[config.mk]
export PLATFORM = sky130hd
export DESIGN_NAME = spi_xfer_ctrl_flat
export DESIGN_NICKNAME = d
export VERILOG_FILES = /design/src/rtl/spi_ctrl_pkg.sv /design/src/rtl/spi_xfer_ctrl_if.sv /design/src/rtl/spi_clk_div.sv /design/src/rtl/spi_xfer_ctrl.sv /design/src/flat_wrapper.sv
export SDC_FILE = /design/constraint.sdc
export NUM_CORES = 1
export LEC_CHECK = 0
export ABC_AREA = 1
export BUFFER_PORTS_ARGS = -buffer_cell sky130_fd_sc_hd__buf_2
export CAP_MARGIN = 25
export CORE_MARGIN = 2
export CORE_UTILIZATION = 44
export CTS_CLUSTER_SIZE = 40
export DETAILED_ROUTE_END_ITERATION = 10
export GPL_ROUTABILITY_DRIVEN = 0
export HOLD_SLACK_MARGIN = 0.02
export PLACE_DENSITY = 0.67
export SYNTH_ARGS = -nofsm -noshare
export SYNTH_HDL_FRONTEND = slang
export SYNTH_SLANG_ARGS = --single-unit
[constraint.sdc]
create_clock -name clk -period 1.6 [get_ports clk]
set_input_delay 0.24 -clock clk [delete_from_list [all_inputs] [get_ports clk]]
set_output_delay 0.24 -clock clk [all_outputs]
set_load 0.01 [all_outputs]
[src/rtl/spi_ctrl_pkg.sv]
// Shared types and helpers for the SPI master frame sequencer.
package spi_ctrl_pkg;

    typedef enum logic [2:0] {
        IDLE,
        SETUP,
        SHIFT,
        HOLD,
        DONE
    } state_e;

    localparam logic SPI_WR = 1'b0;
    localparam logic SPI_RD = 1'b1;

    // Frame is {rw, addr, data}.
    function automatic int unsigned frame_len(int unsigned addr_w, int unsigned data_w);
        return 1 + addr_w + data_w;
    endfunction

endpackage

[src/rtl/spi_xfer_ctrl_if.sv]
// Host-side request/response bundle of the SPI frame sequencer.
interface spi_xfer_ctrl_if #(
    parameter int unsigned ADDR_W = 7,
    parameter int unsigned DATA_W = 32
);
    logic              req;
    logic              wr;
    logic [ADDR_W-1:0] addr;
    logic [DATA_W-1:0] wdata;
    logic              busy;
    logic              done;
    logic [DATA_W-1:0] rdata;

    modport master (
        output req, wr, addr, wdata,
        input  busy, done, rdata
    );

    modport slave (
        input  req, wr, addr, wdata,
        output busy, done, rdata
    );
endinterface

[src/rtl/spi_clk_div.sv]
// Free-running divider: one-cycle tick every CLK_DIV clocks while enabled.
module spi_clk_div #(
    parameter int unsigned CLK_DIV = 5
) (
    input  logic clk,
    input  logic rst_n,
    input  logic en_i,
    input  logic clr_i,
    output logic tick_o
);
    localparam int unsigned CntW = (CLK_DIV > 1) ? $clog2(CLK_DIV) : 1;
    localparam logic [CntW-1:0] CntLast = CntW'(CLK_DIV - 1);

    logic [CntW-1:0] cnt_q, cnt_d;

    assign tick_o = en_i && (cnt_q == CntLast);

    always_comb begin
        cnt_d = cnt_q;
        if (clr_i || !en_i) begin
            cnt_d = '0;
        end else if (tick_o) begin
            cnt_d = '0;
        end else begin
            cnt_d = cnt_q + 1'b1;
        end
    end

    always_ff @(posedge clk) begin
        if (!rst_n) begin
            cnt_q <= '0;
        end else begin
            cnt_q <= cnt_d;
        end
    end

endmodule

[src/rtl/spi_xfer_ctrl.sv]
// Master-side SPI frame sequencer: turns one host request into a chip-selected
// {rw, addr, data} frame, MSB first, with SCL derived from clk.
module spi_xfer_ctrl
    import spi_ctrl_pkg::*;
#(
    parameter int unsigned CLK_DIV = 5,
    parameter int unsigned ADDR_W  = 7,
    parameter int unsigned DATA_W  = 32
) (
    input  logic                  clk,
    input  logic                  rst_n,
    spi_xfer_ctrl_if.slave        host,
    output logic                  spi_cs_o,
    output logic                  spi_scl_o,
    output logic                  spi_sdo_o,
    input  logic                  spi_sdi_i
);
    localparam int unsigned N    = frame_len(ADDR_W, DATA_W);
    localparam int unsigned BitW = $clog2(N + 1);
    localparam logic [BitW-1:0] BitLast   = BitW'(N);
    localparam logic [BitW-1:0] DataFirst = BitW'(1 + ADDR_W);

    state_e            state_q;
    logic [N-2:0]      shift_q;   // bits still to send; the current bit sits in sdo_q
    logic [BitW-1:0]   bit_cnt_q; // scl rising edges so far in this frame
    logic [DATA_W-1:0] rx_q;
    logic [DATA_W-1:0] rdata_q;
    logic              rd_q;
    logic              busy_q;
    logic              done_q;
    logic              cs_q;
    logic              scl_q;
    logic              sdo_q;

    logic              accept;
    logic              tick;
    logic [DATA_W-1:0] tx_data;
    logic [N-1:0]      frame_in;

    assign accept   = (state_q == IDLE) && host.req;
    assign tx_data  = (host.wr == SPI_RD) ? '0 : host.wdata;
    assign frame_in = {host.wr, host.addr, tx_data};

    spi_clk_div #(
        .CLK_DIV (CLK_DIV)
    ) u_clk_div (
        .clk    (clk),
        .rst_n  (rst_n),
        .en_i   (state_q != IDLE),
        .clr_i  (accept),
        .tick_o (tick)
    );

    always_ff @(posedge clk) begin
        if (!rst_n) begin
            state_q   <= IDLE;
            shift_q   <= '0;
            bit_cnt_q <= '0;
            rx_q      <= '0;
            rdata_q   <= '0;
            rd_q      <= 1'b0;
            busy_q    <= 1'b0;
            done_q    <= 1'b0;
            cs_q      <= 1'b0;
            scl_q     <= 1'b0;
            sdo_q     <= 1'b0;
        end else begin
            done_q <= 1'b0;
            unique case (state_q)
                IDLE: begin
                    if (accept) begin
                        rd_q      <= host.wr;
                        shift_q   <= frame_in[N-2:0];
                        sdo_q     <= frame_in[N-1];
                        bit_cnt_q <= '0;
                        busy_q    <= 1'b1;
                        cs_q      <= 1'b1;
                        scl_q     <= 1'b0;
                        state_q   <= SETUP;
                    end
                end
                SETUP: begin
                    if (tick) begin
                        state_q <= SHIFT;
                    end
                end
                SHIFT: begin
                    if (tick) begin
                        if (!scl_q) begin
                            // Rising edge: slave samples sdo, we sample sdi.
                            scl_q     <= 1'b1;
                            bit_cnt_q <= bit_cnt_q + 1'b1;
                            if ((rd_q == SPI_RD) && (bit_cnt_q >= DataFirst)) begin
                                rx_q <= {rx_q[DATA_W-2:0], spi_sdi_i};
                            end
                        end else begin
                            scl_q   <= 1'b0;
                            sdo_q   <= shift_q[N-2];
                            shift_q <= {shift_q[N-3:0], 1'b0};
                            if (bit_cnt_q == BitLast) begin
                                state_q <= HOLD;
                            end
                        end
                    end
                end
                HOLD: begin
                    if (tick) begin
                        state_q <= DONE;
                        cs_q    <= 1'b0;
                        done_q  <= 1'b1;
                        if (rd_q == SPI_RD) begin
                            rdata_q <= rx_q;
                        end
                    end
                end
                DONE: begin
                    state_q <= IDLE;
                    busy_q  <= 1'b0;
                end
                default: begin
                    state_q <= IDLE;
                end
            endcase
        end
    end

    assign host.busy  = busy_q;
    assign host.done  = done_q;
    assign host.rdata = rdata_q;
    assign spi_cs_o   = cs_q;
    assign spi_scl_o  = scl_q;
    assign spi_sdo_o  = sdo_q;

endmodule

[src/flat_wrapper.sv]
// flat-port wrapper written by rule: the top's interface ports become plain ports
module spi_xfer_ctrl_flat import spi_ctrl_pkg::*;
#(
    parameter int unsigned CLK_DIV = 5,
    parameter int unsigned ADDR_W  = 7,
    parameter int unsigned DATA_W  = 32
)
  (clk, rst_n, spi_cs_o, spi_scl_o, spi_sdo_o, spi_sdi_i, host_req, host_wr, host_addr, host_wdata, host_busy, host_done, host_rdata);
  spi_xfer_ctrl_if #(.ADDR_W(ADDR_W), .DATA_W(DATA_W)) host_i ();
  input  logic clk;
  input  logic rst_n;
  output logic spi_cs_o;
  output logic spi_scl_o;
  output logic spi_sdo_o;
  input  logic spi_sdi_i;
  input wire logic [$bits(host_i.req)-1:0] host_req;
  input wire logic [$bits(host_i.wr)-1:0] host_wr;
  input wire logic [$bits(host_i.addr)-1:0] host_addr;
  input wire logic [$bits(host_i.wdata)-1:0] host_wdata;
  output wire logic [$bits(host_i.busy)-1:0] host_busy;
  output wire logic [$bits(host_i.done)-1:0] host_done;
  output wire logic [$bits(host_i.rdata)-1:0] host_rdata;
  assign host_i.req = host_req;
  assign host_i.wr = host_wr;
  assign host_i.addr = host_addr;
  assign host_i.wdata = host_wdata;
  assign host_busy = host_i.busy;
  assign host_done = host_i.done;
  assign host_rdata = host_i.rdata;
  spi_xfer_ctrl #(.CLK_DIV(CLK_DIV), .ADDR_W(ADDR_W), .DATA_W(DATA_W)) u_core (.clk(clk), .rst_n(rst_n), .host(host_i), .spi_cs_o(spi_cs_o), .spi_scl_o(spi_scl_o), .spi_sdo_o(spi_sdo_o), .spi_sdi_i(spi_sdi_i));
endmodule
== Word level (Yosys, flattened, before mapping) ==
Index checks and enable logic that the tools add are counted.
Operators by class
  $add $sub $neg: 2
  magnitude comparators: 1
  equality and inequality tests: 13
  mux-type cells: 29
  bitwise gates (word level): 2
  reduce and logical (&&, ||, !) cells: 21
Operator list (count)
  39-bit 2-to-1 mux: 3
  39-bit case mux with 2 select lines: 1
  32-bit 2-to-1 mux: 1
  3-bit 2-to-1 mux: 6
  6-bit 2-to-1 mux: 3
  3-bit case mux with 4 select lines: 1
  6-bit case mux with 2 select lines: 1
  4-bit AND reduction: 3
  2-bit by 1-bit != test with 1-bit output (second input constant): 5
  1-bit 2-to-1 mux: 9
  3-bit AND reduction: 3
  1-bit case mux with 2 select lines: 4
  6-bit by 1-bit adder with 6-bit output (second input constant): 1
  3-bit by 2-bit == test with 1-bit output (second input constant): 2
  3-bit == test (second input constant): 2
  6-bit == test (second input constant): 1
  6-bit by 4-bit >= comparator with 1-bit output (second input constant): 1
  2-bit AND reduction: 3
  6-bit AND reduction: 1
  2-bit nonzero test: 3
  2-bit != test (second input constant): 2
  3-bit by 1-bit adder with 3-bit output (second input constant): 1
  3-bit by 1-bit == test with 1-bit output (second input constant): 1
  1-bit logical AND: 3
  6 further kinds: 7
Word-level totals
  flip-flop bits (word level): 121
  bits of input ports: 44
  output and inout bits: 37
  logic and storage cells: 80

== Logic depth before layout (Yosys ltp) ==
Gate-level depths: netlist of run 1.
  depth in word-level cells: 5
  mapped depth: 10

== Cells and area by module ==
From an unflattened synthesis of run 1, not the netlist that was laid out.
Second synthesis, totals
  cells, all modules: 747
  area total of the unflattened synthesis: 5108.6 um2
By module, submodules not included
  spi_xfer_ctrl: instances 1, cells an instance 730, area an instance 4964.8 um2, seq. area each 2362.3 um2
  spi_clk_div: instances 1, cells an instance 17, area an instance 143.9 um2, seq. area each 60.1 um2

== Least setup slack after synthesis of run 1 ==
Ideal clock, no wire load.
  path type: register -> register
  start point: register u_core.u_clk_div.cnt_q[0]
  end point: register u_core.rx_q[10]
  library setup time: 0.113 ns
  arrival: 1.361 ns
  required time: 1.487 ns
  slack: 0.126 ns
  cell stages (with the launch flop): 11
  buffers on the path: 1
  cell sequence: dfxtp_1 -> inv_1 -> ha_1 -> nand2_1 -> inv_1 -> nand3_1 -> nor2_2 -> buf_2 -> nand3_1 -> nand2_1 -> nor2_1
On the way
  cells in the longest elaborated chain, start to end: 3
Ends and longest elaborated chain
  start: declaration: RTL line spi_clk_div.sv:14  | logic [CntW-1:0] cnt_q, cnt_d;
  start signal: assignment: RTL line spi_clk_div.sv:33  | cnt_q <= cnt_d;
  3-bit == test: RTL line spi_clk_div.sv:16  | assign tick_o = en_i && (cnt_q == CntLast);
  1-bit logical AND: RTL line spi_clk_div.sv:16
  4-bit AND reduction (no source line)
  end signal: assignment: RTL line spi_xfer_ctrl.sv:94  | rx_q <= {rx_q[DATA_W-2:0], spi_sdi_i};
  end: declaration: RTL line spi_xfer_ctrl.sv:26  | logic [DATA_W-1:0] rx_q;
No other way between the ends.
A chain may end at the register's enable or synchronous reset.

== Worst setup path in the final report of run 1 ==
  start point: register u_core.u_clk_div.cnt_q[1]
  end point: register u_core.rx_q[0]
The elaborated chain is that of the path after synthesis.

==> results of run 1 <==
[stage by stage]
stage | setup TNS, ns | power (uW) | cells
after floorplan | 0 | 6270 | 800
final | 0 | 10900 | 1031
after detailed placement | 0 | 7220 | 997
after global routing | -0.0341 | 11700 | 1031
after CTS | 0 | 10900 | 1027
after global placement | 0 | 7210 | 997
[registers in the layout (all words and copies together) (netlist names)]
signal,count
u_core.spi_cs_o,1
u_core.rd_q,1
u_core.spi_scl_o,1
u_core.bit_cnt_q,6
u_core.spi_sdo_o,1
u_core.host.busy,1
u_core.rx_q,32
u_core.host.done,1
u_core.shift_q,39
u_core.host.rdata,32
u_core.u_clk_div.cnt_q,3
u_core.state_q,3
[worst paths after layout]
path | depth (start not counted) | to | from | slack, ns
min reg2reg | 1 | u_core.u_clk_div.cnt_q[0] | u_core.u_clk_div.cnt_q[0] | 0.42
max | 10 | u_core.rx_q[0] | u_core.u_clk_div.cnt_q[1] | 0.09
max reg2reg | 10 | u_core.rx_q[0] | u_core.u_clk_div.cnt_q[1] | 0.09
min | 5 | u_core.shift_q[35] | host_addr[3] | 0.14
[power by group]
group	switching, uW	internal [uW]	leakage [uW]
registers	383	3630	0.000985
clock network	1300	2330	0.000274
logic	2030	1240	0.00173
[per-layer routing]
metal / up-vias / GRT usage, % / wire length [um]
met3: 11 / 5.93 / 515
met5: - / 0 / 0
met2: 110 / 31.4 / 5450
met1: 2234 / 22.9 / 5670
met4: 0 / 6.83 / 159
li1: 2673 / - / -
[timing repair]
| action | 4_1_cts | 5_1_grt |
|---|---|---|
| hold endpoints to repair | 0 | 0 |
| gates resized for setup | 0 | 17 |
| setup endpoints to repair | 0 | 69 |
| buffers inserted | 0 | 1 |
[Yosys cell counts]
| cell | number | area [um^2] |
|---|---|---|
| nand2_2 | 2 | 12.5 |
| nor2_2 | 2 | 12.5 |
| buf_6 | 3 | 33.8 |
| dfxtp_1 | 121 | 2420 |
| o21ai_0 | 46 | 230 |
| nand4_1 | 1 | 6.26 |
| nand2_1 | 202 | 758 |
| clkbuf_1 | 17 | 63.8 |
| inv_2 | 3 | 11.3 |
| nand3_2 | 1 | 10.0 |
| nor3_4 | 2 | 32.5 |
| inv_1 | 53 | 199 |
| nand3_1 | 102 | 510 |
| ha_1 | 4 | 50.1 |
| buf_1 | 8 | 30.0 |
| nor2_1 | 164 | 616 |
| xnor2_1 | 1 | 8.76 |
| nor2_4 | 3 | 33.8 |
| buf_2 | 24 | 120 |
| a21oi_1 | 39 | 195 |
| nor3_1 | 2 | 10.0 |
[cells by family after synthesis]
| group | after synthesis | synth area share [%] |
|---|---|---|
| flip-flops | 121 | 45.1 |
| adder cells (fa/ha/maj) | 4 | 0.933 |
| XOR/XNOR | 1 | 0.163 |
| buffers and inverters | 108 | 8.53 |
| AO/OA/AOI/OAI | 85 | 7.93 |
| AND/OR/NAND/NOR | 481 | 37.3 |
[tightest hold or removal path: stages]
cell     delay [ns]
buf_2          0.07
nand2_1        0.04
nand2_1        0.05
nor2_1         0.04
nor2_1         0.08
[layout make-up]
class / count / area [um^2]
repair buffers: 106 / 772
inverters: 56 / 213
clock buffers: 21 / 460
clock inverters: 9 / 100
multi-input cells: 571 / 2540
fillers: 1160 / 5270
flip-flops and latches: 121 / 2420
well taps: 147 / 184
==> metrics.md, run 1 <==
| Metric | Value |
|---|---|
| Wirelength per Cell | `11.4 um` |
| Maxcap violations | `0` |
| First-pass GRT wire length | `19900 um` |
| Fin Clk Skew | `0.00966 ns` |
| Min cycle time layout | `1.51 ns` |
| Total track usage | `18.9%` |
| Syn Nets | `848` |
| Grt total ovfl | `0` |
| Worst setup EP type | `flop` |
| Die width | `114 um` |
| Synthesis warning total | `0` |
| CTS Sinks | `121` |
| FMAX | `0.663 GHz` |
| Root Buffer | `clkbuf_16` |
| Most frequent cells in the layout | `nand2_1 (200), nor2_1 (162), dfxtp_1 (119)` |
| DRC Markers | `0` |
| Antenna Cells | `0` |
| H-tree depth | `4` |
| Vias in the first global route | `4460` |
| Pwr/cell area | `1630 nW/um^2` |
| Initial antenna violation count | `0` |
| Final Cycle Share | `94.2%` |
| Sequential share of the synthesized area | `45.1%` |
| CTS Buf Count | `17` |
| DRT iter0 DRCs | `319` |
| Final Instance Area | `6690 um^2` |
| Initial Util | `44.9%` |
| Avg Cell Area, Syn | `6.71 um^2` |
| Post-DRT Antenna Nets | `0` |
| Distinct cell type count after synthesis | `21` |
| Die ar. | `13100 um^2` |
| Setup slack at placement | `0.0395 ns` |
| Buffers and inverters on the worst path | `3` |
| Final Hold Viols | `0` |
| Worst Tran Pin Value | `0.385 ns` |
| Core footprint | `12000 um^2` |
| Area growth from synthesis to layout | `24.7%` |
| HP Class | `in2reg` |
| Total Nets Final | `921` |
| Site row count | `40` |
| Longest Clk Path Bufs | `2` |
| Worst setup SP type | `flop` |
| Dpl cell area | `6010 um^2` |
| Final setup margin | `0.0923 ns` |
| Critical-path cell list | `inv_1 -> ha_4 -> nand2_4 -> inv_4 -> nand3_4 -> nor2_4 -> clkbuf_16 -> nand3_1 -> nand2_1 -> nor2_1` |
| Final wirelength | `11800 um` |
| Finished Core Util | `55.9%` |
| Vert. Die Dim | `114 um` |
| Final hold slack | `0.139 ns` |
| Layout cell share with drive strength beyond 1 | `18.0%` |
| Largest net degree at the start of global routing | `41` |
| CP Class | `reg2reg` |
| Worst path top cell family by delay | `simple AND/OR/NAND/NOR gates` |
| CTS clk-pin slew, worst paths | `0.05 ns` |
| Worst-path fanout max | `8` |
| Most common cell after layout, fill and taps aside | `nand2_1` |
| TritonCTS clock tree | `yes` |
| # port buffers | `80` |
| Via-per-instance ratio | `4.88` |
| Crit path largest cell delay | `0.32 ns` |
| RSZ-0062 raised after global routing | `yes` |
| Top Ports | `81` |
| Max-slew violation count | `0` |
| Slew headroom | `74.2%` |
| Post-Syn Instances | `800` |
| Synth Register Bits | `121` |
| Vias | `5028` |
| DR pass1 iterations | `4` |
| # hold bufs at CTS | `0` |
| Final setup viols | `0` |
| Crit-path slowest cell | `dfxtp_1` |
| HPWL Detailed | `7150 um` |
| Post-Syn Area | `5370 um^2` |
| Worst IR Drop VDD | `0.000913 V` |
| WP data arrival | `1.82 ns` |
| Clk_lat worst skew | `0.42 ns` |
| Status | `complete, no violations` |
| CP required | `1.91 ns` |
| Lkg Pwr | `0.00299 uW` |
(Power assumes the default switching activity.)
==> run 2: changes to the inputs <==
- REMOVE_ABC_BUFFERS: unset -> 1
==> metrics.md, run 2 (synthesis results as in run 1) <==
| Metric | Value |
|---|---|
| Status | `complete, no violations` |
| Slew headroom | `75.2% (+0.99 points)` |
| Worst Tran Pin Value | `0.370 ns (-0.0148 ns)` |
| Area growth from synthesis to layout | `26.8%` |
| HPWL Detailed | `7290 um (+2.0%)` |
| Final Cycle Share | `95.8% (+1.5 points)` |
| CTS clk-pin slew, worst paths | `0.05 ns (about the same)` |
| Final setup viols | `0 (unchanged)` |
| Total track usage | `18.9% (+0.058 points)` |
| Finished Core Util | `56.9% (+0.97 points)` |
| Top Ports | `81 (unchanged)` |
| Largest net degree at the start of global routing | `49 (+20%)` |
| Layout cell share with drive strength beyond 1 | `19.3% (+1.3 points)` |
| Crit-path slowest cell | `dfxtp_2` |
| CP Class | `reg2reg` |
| TritonCTS clock tree | `yes` |
| Vias | `5078 (+0.99%)` |
| Clock power share | `31.3% (-2.0 points)` |
| Vert. Die Dim | `114 um (unchanged)` |
| Crit path largest cell delay | `0.34 ns (+0.02 ns)` |
| First-pass GRT wire length | `20000 um (+0.59%)` |
| Most common cell after layout, fill and taps aside | `nand2_1` |
| Buffers and inverters on the worst path | `3 (unchanged)` |
| Die width | `114 um (unchanged)` |
| Longest Clk Path Bufs | `2 (unchanged)` |
| Worst setup SP type | `flop` |
| Final wirelength | `12500 um (+5.9%)` |
| NetSw | `3870 uW (+4.3%)` |
| DRC Markers | `0 (unchanged)` |
| Initial antenna violation count | `1 (+1)` |
| # port buffers | `80 (unchanged)` |
| Most frequent cells in the layout | `nand2_1 (200), nor2_1 (161), dfxtp_1 (116)` |
| Via-per-instance ratio | `4.88 (+0.12%)` |
| CP required | `1.90 ns (about the same)` |
| Grt total ovfl | `0 (unchanged)` |
| Min cycle time layout | `1.53 ns (+0.0246 ns)` |
| Critical-path cell list | `inv_2 -> ha_4 -> nand2_4 -> nand2_1 -> nand2_2 -> nor2_4 -> buf_6 -> clkbuf_16 -> o21ai_0 -> nor2_1` |
| Die ar. | `13100 um^2 (unchanged)` |
| Total Nets Final | `929 (+0.87%)` |
| DR pass1 iterations | `4 (unchanged)` |
| Initial Util | `44.9% (unchanged)` |
| Sw Share | `34.3% (+0.33 points)` |
| Reg with most FFs | `u_core.shift_q` |
| Cell internal pwr | `7400 uW (+2.8%)` |
| Worst path top cell family by delay | `simple AND/OR/NAND/NOR gates` |
| H-tree depth | `4 (unchanged)` |
| Post-DRT Antenna Nets | `0 (unchanged)` |
| CTS Buf Count | `17 (unchanged)` |
| Root Buffer | `clkbuf_16` |
| Final Hold Viols | `0 (unchanged)` |
| Comb pwr share | `32.8% (+2.9 points)` |
| Core footprint | `12000 um^2 (unchanged)` |
| Power share of the sequential group | `35.8% (-1.0 points)` |
| Maxcap violations | `0 (unchanged)` |
| Site row count | `40 (unchanged)` |
| WP data arrival | `1.84 ns (+0.02 ns)` |
| Worst-path fanout max | `10 (+2)` |
| Power Total | `11300 uW (+3.3%)` |
| HP Class | `in2reg` |
| Fin Clk Skew | `0.00511 ns (-0.00455 ns)` |
| Lkg Pwr | `0.00304 uW (+1.8%)` |
| Pwr/cell area | `1660 nW/um^2 (+1.5%)` |
| Wirelength per Cell | `12.0 um (+4.9%)` |
| Vias in the first global route | `4328 (-3.0%)` |
| DRT iter0 DRCs | `361 (+13%)` |
| CTS Sinks | `121 (unchanged)` |
| FMAX | `0.653 GHz (-1.6%)` |
| Clk_lat worst skew | `0.41 ns (about the same)` |
| Antenna Cells | `0 (unchanged)` |
| Max-slew violation count | `0 (unchanged)` |
| Worst setup EP type | `flop` |
| Worst IR Drop VDD | `0.000877 V (-3.8%)` |
| Max reg flops | `39 (unchanged)` |
==> run 2: changes by cell type in the layout (fill, tap and decap cells not counted), sizes merged <==
cell	previous run	this run
buf	104	110
bufinv	2	1
clkbuf	23	28
clkinv	5	4
==> run 2: worst reg2reg max path, cell delays in order (launching register included) <==
cell       delay [ns]
dfxtp_2          0.34
inv_2            0.05
ha_4             0.16
nand2_4          0.10
nand2_1          0.08
nand2_2          0.12
nor2_4           0.05
buf_6            0.13
clkbuf_16        0.16
o21ai_0          0.17
nor2_1           0.06
==> run 2: through the flow <==
stage / setup slack [ns] / hold WS (ns) / TNS, ns / instance area [um^2] / std cells
after CTS: 0.0286 / 0.142 / 0 / 6590 / 1030
after global routing: -0.0311 / 0.159 / -0.114 / 6810 / 1040
after global placement: 0.0723 / 0.434 / 0 / 6030 / 999
after detailed placement: 0.0293 / 0.447 / 0 / 6030 / 999
final: 0.0677 / 0.155 / 0 / 6810 / 1040
after floorplan: -0.742 / 0.360 / -52.88 / 5120 / 748
==> run 2: final timing paths <==
kind / startpoint / endpoint / slack (ns) / cells past startpoint
worst max-delay path: u_core.u_clk_div.cnt_q[0] / u_core.shift_q[20] / 0.07 / 10
worst min-delay path: host_addr[3] / u_core.shift_q[35] / 0.16 / 5
worst max register to register: u_core.u_clk_div.cnt_q[0] / u_core.shift_q[20] / 0.07 / 10
worst min register to register: u_core.u_clk_div.cnt_q[0] / u_core.u_clk_div.cnt_q[0] / 0.43 / 1
==> run 2: routing by layer <==
layer | vias to the layer above | track usage [%] | part of all wire, %
met1 | 2258 | 24.1 | 48
met5 | - | 0 | 0.096
met4 | 2 | 7.32 | 1.4
met3 | 16 | 5.08 | 4.9
met2 | 127 | 30.6 | 46
li1 | 2675 | - | -
==> run 2: power groups by stage <==
stage          Sequential [uW]  Clock (uW)  Combinational [uW]
6_report                  4040        3530                3700
5_1_grt                   4110        3770                4180
4_1_cts                   4000        3610                3260
3_5_place_dp              4050           0                3230
3_3_place_gp              4040           0                3200
2_1_floorplan             4030           0                2010
==> run 2: what timing repair did <==
item | 4_1_cts | 5_1_grt
pin swaps | 1 | 3
buffers inserted | 0 | 5
cloned | 0 | 5
hold buffers | 0 | 0
gates resized for setup | 1 | 40
endpoints found under the setup margin | 1 | 72
==> run 2: cell type report <==
type	instances	area (um^2)
clock buffers	24	482
well taps	147	184
clock inverters	7	68.8
multi-input cells	571	2550
flip-flops and latches	121	2430
inverters	56	213
fillers	1182	5150
repair buffers	114	883
==> run 3: changes to the inputs <==
- clock period: 1.6 -> 1.7 ns (I/O delays scaled with it)
==> metrics.md, run 3 (synthesis results as in run 1) <==
| Metric | Value |
|---|---|
| DRC Markers | `0 (unchanged)` |
| Met1 Resource Use GR | `23.8% (-0.31 points)` |
| GRT met3 Usage | `4.76% (-0.32 points)` |
| CTS clk-pin slew, worst paths | `0.05 ns (about the same)` |
| Final setup margin | `0.147 ns (+0.0795 ns)` |
| TritonCTS clock tree | `yes` |
| Initial antenna violation count | `0 (-1)` |
| Total track usage | `18.7% (-0.24 points)` |
| Largest net degree at the start of global routing | `55 (+12%)` |
| Max-slew violation count | `0 (unchanged)` |
| Grt total ovfl | `0 (unchanged)` |
| Max reg flops | `39 (unchanged)` |
| First-pass GRT wire length | `19900 um (-0.17%)` |
| GR peak layer | `met2` |
| RSZ-0062 raised after global routing | `no` |
| HPWL Detailed | `7120 um (-2.3%)` |
| R2R cell count | `8 (-2)` |
| Met2 Use GR | `30.5% (-0.12 points)` |
| Worst-path fanout max | `51 (+41)` |
| Core footprint | `12000 um^2 (unchanged)` |
| R2r endpoint | `u_core.shift_q[4]` |
| Worst Setup SP | `u_core.state_q[1]` |
| Vias | `4941 (-2.7%)` |
| Vias in the first global route | `4400 (+1.7%)` |
| Worst setup SP type | `flop` |
| H-tree depth | `4 (unchanged)` |
| Area growth from synthesis to layout | `21.3%` |
| Vert. Die Dim | `114 um (unchanged)` |
| Clk_lat worst skew | `0.41 ns (about the same)` |
| Post-DRT Antenna Nets | `0 (unchanged)` |
| FMAX | `0.644 GHz (-1.3%)` |
| Reg with most FFs | `u_core.shift_q` |
| Via-per-instance ratio | `4.83 (-0.98%)` |
| Finished Core Util | `54.4% (-2.5 points)` |
| R2r setup slk | `0.15 ns (+0.08 ns)` |
| Worst hold start | `host_wr` |
| FF-to-FF Start | `u_core.state_q[1]` |
| # port buffers | `80 (unchanged)` |
| Crit path capture | `u_core.shift_q[4]` |
| Layout cell share with drive strength beyond 1 | `15.7% (-3.6 points)` |
| Site row count | `40 (unchanged)` |
| Worst Tran Pin Value | `0.492 ns (+0.122 ns)` |
| Final Cycle Share | `91.3% (-4.4 points)` |
| Most frequent cells in the layout | `nand2_1 (201), nor2_1 (164), dfxtp_1 (121)` |
| Pwr/cell area | `1540 nW/um^2 (-7.0%)` |
| CP required | `2.01 ns (+0.11 ns)` |
| Die width | `114 um (unchanged)` |
| Longest Clk Path Bufs | `2 (unchanged)` |
| CP Class | `reg2reg` |
| Final wirelength | `11600 um (-7.1%)` |
| Initial Util | `44.9% (unchanged)` |
| Antenna Cells | `0 (unchanged)` |
| Slew headroom | `66.9% (-8.2 points)` |
| Status | `complete, no violations` |
| Total Nets Final | `913 (-1.7%)` |
| DR pass1 iterations | `4 (unchanged)` |
| # hold bufs at CTS | `0 (unchanged)` |
| Worst IR Drop VDD | `0.000848 V (-3.4%)` |
| Setup slack at placement | `0.148 ns (+0.119 ns)` |
| Most common cell after layout, fill and taps aside | `nand2_1` |
| Maxcap violations | `0 (unchanged)` |
| CTS Buf Count | `17 (unchanged)` |
| Min cycle time layout | `1.55 ns (+0.0205 ns)` |
| HP Class | `in2reg` |
| Lkg Pwr | `0.00293 uW (-3.8%)` |
| Worst setup EP type | `flop` |
| Final setup viols | `0 (unchanged)` |
| Die ar. | `13100 um^2 (unchanged)` |
| Root Buffer | `clkbuf_16` |
| Wirelength per Cell | `11.3 um (-5.5%)` |
| CTS Sinks | `121 (unchanged)` |
| DRT iter0 DRCs | `317 (-12%)` |
| WP data arrival | `1.86 ns (+0.02 ns)` |
| Fin Clk Skew | `0.00727 ns (+0.00217 ns)` |
| Top Ports | `81 (unchanged)` |
| Final Hold Viols | `0 (unchanged)` |
| Final hold slack | `0.171 ns (+0.0157 ns)` |
[run 3: cell types whose count changed in the layout (fill, tap and decap cells not counted), sizes merged]
| cell | previous run | this run |
|---|---|---|
| buf | 110 | 98 |
| clkinv | 4 | 1 |
| clkinvlp | 2 | 0 |
| clkbuf | 28 | 27 |
[run 3: report_power, final]
| part | leakage (uW) | switching (uW) | internal, uW |
|---|---|---|---|
| Clock | 0.000275 | 1160 | 2210 |
| Combinational | 0.00166 | 1840 | 1040 |
| Sequential | 0.000985 | 361 | 3420 |
[run 3: worst max-delay path, cell delays in order (launching register included)]
cell	delay, ns
dfxtp_1	0.54
nor2_4	0.07
nand3_1	0.14
nand2_1	0.11
nor2_4	0.16
buf_12	0.23
nand2_1	0.08
nand2_1	0.06
nor2_1	0.04
[run 3: routing by layer]
| layer | part of all wire, % | vias to the layer above |
|---|---|---|
| met5 | 0 | - |
| met4 | 1.0 | 0 |
| met3 | 5.1 | 12 |
| met2 | 45 | 114 |
| met1 | 49 | 2166 |
| li1 | - | 2649 |
[run 3: final cells by class]
| cell class | instances | area (um^2) |
|---|---|---|
| clock buffers | 27 | 523 |
| clock inverters | 2 | 35.0 |
| fillers | 1161 | 5450 |
| inverters | 56 | 210 |
| multi-input cells | 571 | 2490 |
| flip-flops and latches | 121 | 2420 |
| well taps | 147 | 184 |
| repair buffers | 98 | 648 |
[run 3: timing repair]
action / 4_1_cts / 5_1_grt
hold endpoints to repair: 0 / 0
setup endpoints to repair: 0 / 25
gates resized for setup: 0 / 1
setup buffers: 0 / 0
[run 3: worst min-delay path by stage]
stage	end	slack (ns)	cells past startpoint
2_1_floorplan	u_core.bit_cnt_q[1]	0.38	2
3_3_place_gp	u_core.u_clk_div.cnt_q[0]	0.43	1
3_5_place_dp	u_core.u_clk_div.cnt_q[0]	0.44	1
4_1_cts	u_core.rd_q	0.15	3
5_1_grt	u_core.rx_q[0]	0.19	5
6_report	u_core.rd_q	0.17	3
[run 3: metrics by stage]
step | instance area (um^2) | total power [uW] | TNS [ns] | instances
after floorplan | 5120 | 5680 | -42.51 | 748
after global placement | 5950 | 6680 | 0 | 993
after detailed placement | 5950 | 6700 | 0 | 993
after CTS | 6510 | 10100 | 0 | 1022
after global routing | 6510 | 10800 | 0 | 1022
final | 6510 | 10000 | 0 | 1022
